==> src/rtl/counter_period_monitor.sv <==
// counter_period_monitor
//   Consumes samples of a wrapping counter (0..WRAP_VAL, then back to 0) and
//   checks that each enabled sample is a legal step from the previous one. It
//   measures the clock-cycle period between consecutive wrap samples and
//   queues each period in a small FIFO that drains over a valid/ready stream.
//
// Build option:
//   COUNTER_MON_DROP_CNT_EN - when defined, io_drop_count counts records
//                             lost to a full FIFO (saturating at 255). When
//                             undefined, io_drop_count is tied to 0 and no
//                             counter is built.
//
// Ports:
//   clock         in  1       rising-edge clock
//   reset         in  1       asynchronous active-high reset
//   io_in         in  WIDTH   counter sample
//   io_en         in  1       io_in is a valid sample this cycle
//   io_out_valid  out 1       period record available
//   io_out_ready  in  1       sink accepts the record
//   io_out_bits   out PCNT_W  period in clock cycles (head of FIFO)
//   io_err        out 1       sticky sequence-error flag
//   io_drop_count out 8       dropped-record count (0 unless option defined)
module counter_period_monitor #(
    parameter int WIDTH    = 8,
    parameter int WRAP_VAL = 10,
    parameter int PCNT_W   = 16,
    parameter int DEPTH    = 4
) (
    input  logic              clock,
    input  logic              reset,
    input  logic [WIDTH-1:0]  io_in,
    input  logic              io_en,
    output logic              io_out_valid,
    input  logic              io_out_ready,
    output logic [PCNT_W-1:0] io_out_bits,
    output logic              io_err,
    output logic [7:0]        io_drop_count
);

    localparam int                AW       = $clog2(DEPTH);
    localparam logic [WIDTH-1:0]  WRAP     = WIDTH'(WRAP_VAL);
    localparam logic [PCNT_W-1:0] PCNT_MAX = '1;
    localparam logic [AW:0]       CNT_FULL = (AW + 1)'(DEPTH);
    localparam logic [AW:0]       CNT_ONE  = (AW + 1)'(1);

    typedef enum logic [1:0] {
        ST_IDLE,
        ST_SYNC,
        ST_RUN
    } state_t;

    // ------------------------------------------------------------------
    // Sequence checker and period counter
    // ------------------------------------------------------------------
    state_t              state_reg;
    logic [WIDTH-1:0]    prev_reg;
    logic [PCNT_W-1:0]   pcnt_reg;
    logic                err_reg;
    logic                push_req_reg;   // record waiting to enter the FIFO
    logic [PCNT_W-1:0]   push_data_reg;

    logic                is_wrap;
    logic                is_step;
    logic [PCNT_W-1:0]   pcnt_inc;

    assign is_wrap  = (prev_reg == WRAP) && (io_in == '0);
    assign is_step  = (prev_reg < WRAP) && (io_in == prev_reg + WIDTH'(1));
    assign pcnt_inc = (pcnt_reg == PCNT_MAX) ? PCNT_MAX : pcnt_reg + 1'b1;

    always_ff @(posedge clock or posedge reset) begin
        if (reset) begin
            state_reg     <= ST_IDLE;
            prev_reg      <= '0;
            pcnt_reg      <= '0;
            err_reg       <= 1'b0;
            push_req_reg  <= 1'b0;
            push_data_reg <= '0;
        end else begin
            push_req_reg <= 1'b0;
            // The period counts clock cycles, not samples.
            if (state_reg == ST_RUN) begin
                pcnt_reg <= pcnt_inc;
            end
            if (io_en) begin
                prev_reg <= io_in;
                case (state_reg)
                    ST_IDLE: begin
                        state_reg <= ST_SYNC;
                    end
                    ST_SYNC: begin
                        if (is_wrap) begin
                            pcnt_reg  <= '0;
                            state_reg <= ST_RUN;
                        end else if (!is_step) begin
                            err_reg <= 1'b1;
                        end
                    end
                    ST_RUN: begin
                        if (is_wrap) begin
                            // Counting the wrap cycle itself makes the record
                            // pcnt+1.
                            push_req_reg  <= 1'b1;
                            push_data_reg <= pcnt_inc;
                            pcnt_reg      <= '0;
                        end else if (!is_step) begin
                            err_reg   <= 1'b1;
                            pcnt_reg  <= '0;
                            state_reg <= ST_SYNC;
                        end
                    end
                    default: begin
                        state_reg <= ST_IDLE;
                    end
                endcase
            end
        end
    end

    // ------------------------------------------------------------------
    // Record FIFO
    // ------------------------------------------------------------------
    logic [PCNT_W-1:0] mem [DEPTH];
    logic [AW-1:0]     wr_ptr_reg;
    logic [AW-1:0]     rd_ptr_reg;
    logic [AW-1:0]     rd_ptr_next;
    logic [AW:0]       count_reg;
    logic [AW:0]       count_next;
    logic              valid_reg;
    logic [PCNT_W-1:0] out_bits_reg;

    logic              pop;
    logic              full;
    logic              push_ok;

    assign pop         = valid_reg && io_out_ready;
    assign full        = (count_reg == CNT_FULL);
    assign push_ok     = push_req_reg && (!full || pop);
    assign rd_ptr_next = rd_ptr_reg + 1'b1;

    always_comb begin
        count_next = count_reg;
        case ({push_ok, pop})
            2'b10:   count_next = count_reg + 1'b1;
            2'b01:   count_next = count_reg - 1'b1;
            default: count_next = count_reg;
        endcase
    end

    // Storage carries no reset; the pointers and count define what is live.
    always_ff @(posedge clock) begin
        if (push_ok) begin
            mem[wr_ptr_reg] <= push_data_reg;
        end
    end

    always_ff @(posedge clock or posedge reset) begin
        if (reset) begin
            wr_ptr_reg   <= '0;
            rd_ptr_reg   <= '0;
            count_reg    <= '0;
            valid_reg    <= 1'b0;
            out_bits_reg <= '0;
        end else begin
            count_reg <= count_next;
            valid_reg <= (count_next != '0);
            if (push_ok) begin
                wr_ptr_reg <= wr_ptr_reg + 1'b1;
            end
            if (pop) begin
                rd_ptr_reg <= rd_ptr_next;
            end
            // Head register: load the pushed record when it becomes the head
            // (FIFO empty, or its single entry is leaving); otherwise fetch
            // the next stored entry on a pop. With nothing left, the last
            // value is held.
            if (push_ok && ((count_reg == '0) || (pop && count_reg == CNT_ONE))) begin
                out_bits_reg <= push_data_reg;
            end else if (pop && (count_reg > CNT_ONE)) begin
                out_bits_reg <= mem[rd_ptr_next];
            end
        end
    end

    assign io_out_valid = valid_reg;
    assign io_out_bits  = out_bits_reg;
    assign io_err       = err_reg;

    // ------------------------------------------------------------------
    // Optional dropped-record counter
    // ------------------------------------------------------------------
`ifdef COUNTER_MON_DROP_CNT_EN
    logic       drop;
    logic [7:0] drop_cnt_reg;

    assign drop = push_req_reg && !push_ok;

    always_ff @(posedge clock or posedge reset) begin
        if (reset) begin
            drop_cnt_reg <= 8'd0;
        end else if (drop && (drop_cnt_reg != 8'hFF)) begin
            drop_cnt_reg <= drop_cnt_reg + 8'd1;
        end
    end

    assign io_drop_count = drop_cnt_reg;
`else
    assign io_drop_count = 8'd0;
`endif

endmodule

==> config.mk <==
export PLATFORM = sky130hd
export DESIGN_NAME = counter_period_monitor
export DESIGN_NICKNAME = d
export VERILOG_FILES = /design/src/rtl/counter_period_monitor.sv
export SDC_FILE = /design/constraint.sdc
export NUM_CORES = 1
export LEC_CHECK = 0
export ABC_AREA = 0
export BUFFER_PORTS_ARGS = -buffer_cell sky130_fd_sc_hd__buf_4
export CAP_MARGIN = 20
export CORE_MARGIN = 4
export CORE_UTILIZATION = 30
export CTS_CLUSTER_DIAMETER = 40
export DETAILED_ROUTE_END_ITERATION = 10
export SYNTH_ARGS = -nofsm -noshare
export SYNTH_HDL_FRONTEND = slang
export SYNTH_SLANG_ARGS = --single-unit
==> constraint.sdc <==
create_clock -name clock -period 3.2 [get_ports clock]
set_input_delay 0.16 -clock clock [delete_from_list [all_inputs] [get_ports clock]]
set_output_delay 0.16 -clock clock [all_outputs]
set_load 0.02 [all_outputs]
## After elaboration in Yosys (flattened, before gate mapping)

Memories as Yosys holds them, arrays and structs flattened.
Cells that the tools add are included.

- Bits in registers: 68
- Memory bits (writable): 64
- Input port bits: 12
- Output and inout bits: 26
- Word-level logic and storage cells: 72
- Memories kept: 1

- $add $sub $neg: 6
- Magnitude comparators: 2
- Eq/ne operators: 12
- Multiplexer cells: 19
- Bitwise operators: 2
- Reductions and logical operators: 19

Memories:

| memory | depth | width | rd ports | clocked after memory_dff | write ports | RTL line | source |
|---|---|---|---|---|---|---|---|
| mem | 4 | 16 | 1 | 0 | 1 | 122 | `logic [PCNT_W-1:0] mem [DEPTH];` |

Operators with widths:

| kind | count |
|---|---|
| $mux W16 | 8 |
| $pmux W16 S2 | 1 |
| $add A16 B1 Y16 const B | 1 |
| $eq A16 B16 Y1 const B | 1 |
| $add A8 B1 Y8 const B | 1 |
| $eq A8 B4 Y1 const B | 1 |
| $eq A8 B8 Y1 | 1 |
| $logic_not A8 Y1 | 1 |
| $lt A8 B4 Y1 const B | 1 |
| $reduce_and A4 Y1 | 2 |
| $logic_and A1 B1 Y1 | 7 |
| $mux W2 | 3 |
| $ne A2 B2 Y1 const B | 3 |
| $pmux W2 S3 | 1 |
| $pmux W3 S2 | 1 |
| $mux W1 | 5 |
| $add A2 B1 Y2 const B | 2 |
| $eq A2 B1 Y1 const B | 2 |
| $eq A2 B2 Y1 const B | 2 |
| $add A3 B1 Y3 const B | 1 |
| $eq A3 B1 Y1 const B | 1 |
| $eq A3 B3 Y1 const B | 1 |
| $gt A3 B1 Y1 const B | 1 |
| $logic_not A3 Y1 | 1 |
| other kinds (9) | 11 |

## Depth between registers and ports, before layout

- Depth in word-level cells: 7
- Mapped depth: 10
- Gate-level depth less buffers: 8

## Worst setup path before layout

Ideal clock, no wire load.

- Kind: register to register
- Start: register pcnt_reg[0]
- End: register push_data_reg[12]
- Setup time: 125 ps
- Data arrival time: 1900 ps
- Required time: 3075 ps
- Slack: 1176 ps
- Cell stages (with the launch flop): 7
- Path buffers: 0
- Clock period less this slack: 2024 ps
- Cells stage by stage: dfrtp_1 -> ha_1 -> nand3_1 -> nor3_4 -> and3_1 -> mux2_2 -> mux2_2

- Cells in the longest elaborated chain, start to end: 2
- Elaborated cells between the ends (all ways): 3
- Classes of those cells: add/sub (1); eq/ne (1); mux (1)

Ends and longest elaborated chain:

| element | RTL line | source |
|---|---|---|
| start: declaration | 57 | `logic [PCNT_W-1:0] pcnt_reg;` |
| start signal: assignment | 82 | `pcnt_reg <= pcnt_inc;` |
| $add A16 B1 Y16 / $eq A16 B16 Y1 (equally long branches) | 68 | `assign pcnt_inc = (pcnt_reg == PCNT_MAX) ? PCNT_MAX : pcnt_reg + 1'b1;` |
| $mux W16 (*) | 68 |  |
| end signal: assignment | 103 | `push_data_reg <= pcnt_inc;` |
| end: declaration | 60 | `logic [PCNT_W-1:0] push_data_reg;` |

Every way passes the cells marked *; elsewhere a longest branch is shown, timed or not.
A chain may end at the register's enable or synchronous reset.

## Worst setup path in the final report

Ends and elaborated chain as after synthesis.

==> impl_table.tex <==
\begin{tabular}{lr}
\hline
Metric & Value \\
\hline
\multicolumn{2}{l}{\textbf{Die}} \\
\quad Core ar. & 0.0204 mm² \\
\quad Die Ht & 153 µm \\
\quad Initial core utilization & 0.308 \\
\quad Num rows & 52 \\
\quad Area enclosed by the die boundary & 0.0234 mm² \\
\quad Die X & 153 µm \\
\quad Number of top-level pins & 38 \\
\multicolumn{2}{l}{\textbf{Power}} \\
\quad Leakage Power & 2.83 nW \\
\quad Max rail drop VDD & 0.359 mV \\
\quad Fraction of power consumed by combinational cells & 0.198 \\
\quad PD cells & 680 mW/mm² \\
\quad Proportion of power drawn by flip-flops and latches & 0.412 \\
\quad Reported net switching power & 1.53 mW \\
\quad Share of total power in the clock network & 0.390 \\
\quad Internal Power & 3.56 mW \\
\quad Net Sw Frac & 0.301 \\
\multicolumn{2}{l}{\textbf{Synth}} \\
\quad Seq/Total Area, Yosys & 0.576 \\
\quad Flip-flop and latch count after synthesis & 132 \\
\quad Area leader, netlist & sky130\_fd\_sc\_hd\_\_edfxtp\_1 \\
\quad Area share of xor/xnor cells in the synthesized design & 0.0292 \\
\quad Synth top area cells & sky130\_fd\_sc\_hd\_\_edfxtp\_1 31\%, sky130\_fd\_sc\_hd\_\_dfrtp\_1 27\%, sky130\_fd\_sc\_hd\_\_mux4\_2 5.7\% \\
\quad Most used standard cell by instance count after synthesis & sky130\_fd\_sc\_hd\_\_dfrtp\_1 \\
\quad Proportion of synthesized area in mux cells & 0.110 \\
\quad Leading post-synthesis cells by instance count & 68 x sky130\_fd\_sc\_hd\_\_dfrtp\_1, 64 x sky130\_fd\_sc\_hd\_\_edfxtp\_1, 43 x sky130\_fd\_sc\_hd\_\_nor2\_1 \\
\quad Dominant register cell in the synthesized netlist & sky130\_fd\_sc\_hd\_\_dfrtp\_1 \\
\quad Async S/R FF share, synth & 0.515 \\
\quad YS warnings & 0 \\
\quad Netlist area before placement & 0.00630 mm² \\
\quad Number of distinct standard cells referenced by the synthesized netlist & 60 \\
\quad Post-Synth Simple-Gate Area & 0.141 \\
\quad Fraction of the mapped netlist area in adder cells & 0.0298 \\
\quad Synth Instances & 487 \\
\quad Post-synth EDFFs & 64 \\
\quad Top-area cell type share of the netlist area & 0.305 \\
\quad Synth Area in Compound Gates & 0.0775 \\
\quad Post-Syn Area per Cell & 12.9 µm² \\
\quad Dominant combinational cell family by area after synthesis & simple AND/OR/NAND/NOR gates \\
\multicolumn{2}{l}{\textbf{Global routing}} \\
\quad Global route total overflow & 0 \\
\quad Initial antenna violation count & 0 \\
\quad Aggregate global-route resource usage & 0.108 \\
\quad Wire length of the first global-routing pass & 20.7 mm \\
\quad Number of global-route vias before repair & 4033 \\
\quad Pin count of the biggest net entering global routing & 48 \\
\multicolumn{2}{l}{\textbf{Finish}} \\
\quad Most flop-heavy register & mem \\
\quad Largest register FFs & 64 \\
\quad Final Instance Area & 0.00749 mm² \\
\quad Ratio of cells with drive above 1 in the final layout & 0.241 \\
\quad Layout area overhead & 19.0\% \\
\quad Fill cells & 1956 \\
\quad Post-layout net count & 558 \\
\quad Antenna Diode Count & 0 \\
\multicolumn{2}{l}{\textbf{CTS}} \\
\quad Clock tree from TritonCTS & done \\
\quad Clock insertion delay at the later pin of the skew report & 0.41 ns \\
\quad Clock sink count & 132 \\
\quad Maximum level of the CTS H-tree & 4 \\
\quad Post-CTS clock slew at the launch and capture registers of the worst setup and hold paths & 0.06 ns \\
\quad Clock root buffer master & sky130\_fd\_sc\_hd\_\_clkbuf\_16 \\
\quad Hold buffers post-CTS & 6 \\
\quad Buffers from clock root to sink, at most & 2 \\
\quad Clock buffer count from CTS & 17 \\
\quad Post-CTS Resized & 0 \\
\quad Post-CTS repair timing setup buffer count & 0 \\
\multicolumn{2}{l}{\textbf{Setup path}} \\
\quad Count of cells along the worst register-to-register path & 6 \\
\quad Cell seen most often among critical-path stages & sky130\_fd\_sc\_hd\_\_mux2\_2 \\
\quad Data required, critical path & 3.49 ns \\
\quad List of cells traversed by the critical path & ha\_1 > nand3\_1 > nor3\_4 > and3\_1 > mux2\_2 > mux2\_2 \\
\quad Critical Path End Type & flip-flop \\
\quad Data arrival, critical path & 2.54 ns \\
\quad Startpoint-to-endpoint class of the critical path & reg -> reg \\
\quad Master of the slowest instance on the critical path & sky130\_fd\_sc\_hd\_\_dfrtp\_1 \\
\quad Max FO, Critical Path & 7 \\
\quad Max stage delay on crit path & 0.46 ns \\
\quad Category of the worst setup path launch point & flip-flop \\
\multicolumn{2}{l}{\textbf{Route}} \\
\quad Initial DRC Count & 267 \\
\quad Via count & 3959 \\
\quad Total detailed-routing wirelength & 12.3 mm \\
\quad ANT nets after route & 0 \\
\quad Average via count per standard cell & 4.86 \\
\quad Number of search-and-repair iterations in the first detailed-routing pass & 4 \\
\quad Final routed wire length divided by cell count & 15.1 µm \\
\quad Count of unresolved DRC violations after routing & 0 \\
\multicolumn{2}{l}{\textbf{Place}} \\
\quad Number of buffers added on ports & 29 \\
\quad Area after DPL & 0.00678 mm² \\
\quad Estimated wirelength of the detail-placed design & 8.22 mm \\
\quad Placer's final routability congestion estimate & 0.828 \\
\multicolumn{2}{l}{\textbf{STA}} \\
\quad Smallest hold slack & 0.0318 ns \\
\quad F\_max & 444 MHz \\
\quad Worst-Margin Slew & 0.856 ns \\
\quad Slew margin rel. & 0.430 \\
\quad Time the worst path needs with I/O delays and setup & 2.25 ns \\
\quad Fin. Hold Viols & 0 \\
\quad Final-report setup violation count & 0 \\
\quad Slew Viols, Final & 0 \\
\quad Setup repair after global routing missed its margin & false \\
\quad Total Negative Setup Slacks & 0 ns \\
\quad Worst setup skew after layout & 0.0129 ns \\
\quad Crit share post-route & 0.704 \\
\multicolumn{2}{l}{\textbf{Hold path}} \\
\quad Number of cells traversed by the worst hold path & 2 \\
\quad Worst min path class & in -> reg \\
\multicolumn{2}{l}{\textbf{Run}} \\
\quad Max-capacitance violation count & 0 \\
\multicolumn{2}{l}{\textbf{Status}} \\
\quad Result of the run & finished, final reports clean \\
\hline
\end{tabular}
==> power groups by stage <==
stage	sequential [mW]	clock, mW	combinational [mW]
finish	2.10	1.99	1.01
detailed placement	2.14	0	0.996
global route	2.13	2.12	1.11
CTS	2.10	2.04	1.01
floorplan	2.19	0	0.614
global placement	2.13	0	0.966
==> worst max-delay path, delay by kind of cell, from the launching register on <==
family        cells  cell delay [ns]
simple gates      3             0.78
mux               2             0.60
flops             1             0.46
fa+ha+maj         1             0.30
==> placed cells by master (no fill, tap or decap), types with 4 or more instances in the layout <==
cell type	count
sky130_fd_sc_hd__a21oi_1	40
sky130_fd_sc_hd__a31oi_1	6
sky130_fd_sc_hd__and2_1	7
sky130_fd_sc_hd__and3_1	4
sky130_fd_sc_hd__buf_4	39
sky130_fd_sc_hd__clkbuf_16	17
sky130_fd_sc_hd__conb_1	8
sky130_fd_sc_hd__dfrtp_1	68
sky130_fd_sc_hd__dlygate4sd3_1	7
sky130_fd_sc_hd__edfxtp_1	64
sky130_fd_sc_hd__ha_1	15
sky130_fd_sc_hd__inv_1	10
sky130_fd_sc_hd__inv_6	7
sky130_fd_sc_hd__inv_8	4
sky130_fd_sc_hd__mux2_2	9
sky130_fd_sc_hd__mux2i_1	23
sky130_fd_sc_hd__mux4_2	16
sky130_fd_sc_hd__nand2_1	26
sky130_fd_sc_hd__nand3_1	13
sky130_fd_sc_hd__nand4_1	6
sky130_fd_sc_hd__nor2_1	43
sky130_fd_sc_hd__nor3_1	7
sky130_fd_sc_hd__nor3_2	10
sky130_fd_sc_hd__nor4_1	6
sky130_fd_sc_hd__o21ai_0	8
sky130_fd_sc_hd__o22ai_1	4
sky130_fd_sc_hd__xnor2_1	16
sky130_fd_sc_hd__xor2_1	5
==> metrics by stage <==
stage	total power, mW	setup slack (ns)	std cells	utilization
finish	5.09	0.948	814	0.367
global route	5.36	0.768	814	0.367
CTS	5.15	0.959	811	0.364
detailed placement	3.13	0.992	773	0.332
global placement	3.09	1.04	773	0.332
floorplan	2.81	1.18	494	-
==> worst paths after layout <==
check	from	to	slack [ns]
setup / recovery	pcnt_reg[0]	push_data_reg[12]	0.95
max in group asynchronous	reset	rd_ptr_reg[1]	2.02
hold reg to reg	io_err	io_err	0.49
min in group asynchronous	reset	prev_reg[1]	0.32
setup reg to reg	pcnt_reg[0]	push_data_reg[12]	0.95
hold / removal	io_in[2]	prev_reg[2]	0.03
==> logic make-up (layout without fill, tap and decap cells) <==
group | after synthesis | after routing
simple gates | 150 | 150
flops | 132 | 132
compound gates | 77 | 77
mux | 48 | 48
buf+inv | 43 | 93
xor+xnor | 21 | 21
fa+ha+maj | 15 | 15
other cells | 1 | 8
==> layer usage <==
| layer | global-route usage | routed length, µm | vias up |
|---|---|---|---|
| met4 | 0.0361 | 74 | 0 |
| met3 | 0.0303 | 564 | 7 |
| li1 | - | - | 1882 |
| met5 | 0 | 0 | - |
| met1 | 0.134 | 5350 | 1981 |
| met2 | 0.184 | 6260 | 89 |
==> area by class of cell <==
type / instances / area (µm²) / share of cell area
Clock buffer: 17 / 425 / 0.0568
Clock inverter: 15 / 184 / 0.0246
Inverter: 13 / 48.8 / 0.00652
Multi-Input combinational cell: 319 / 2470 / 0.330
Sequential cell: 132 / 3620 / 0.484
Tap cell: 270 / 338 / 0.0451
Timing Repair Buffer: 48 / 398 / 0.0531
Power figures use the tool's default switching activity.
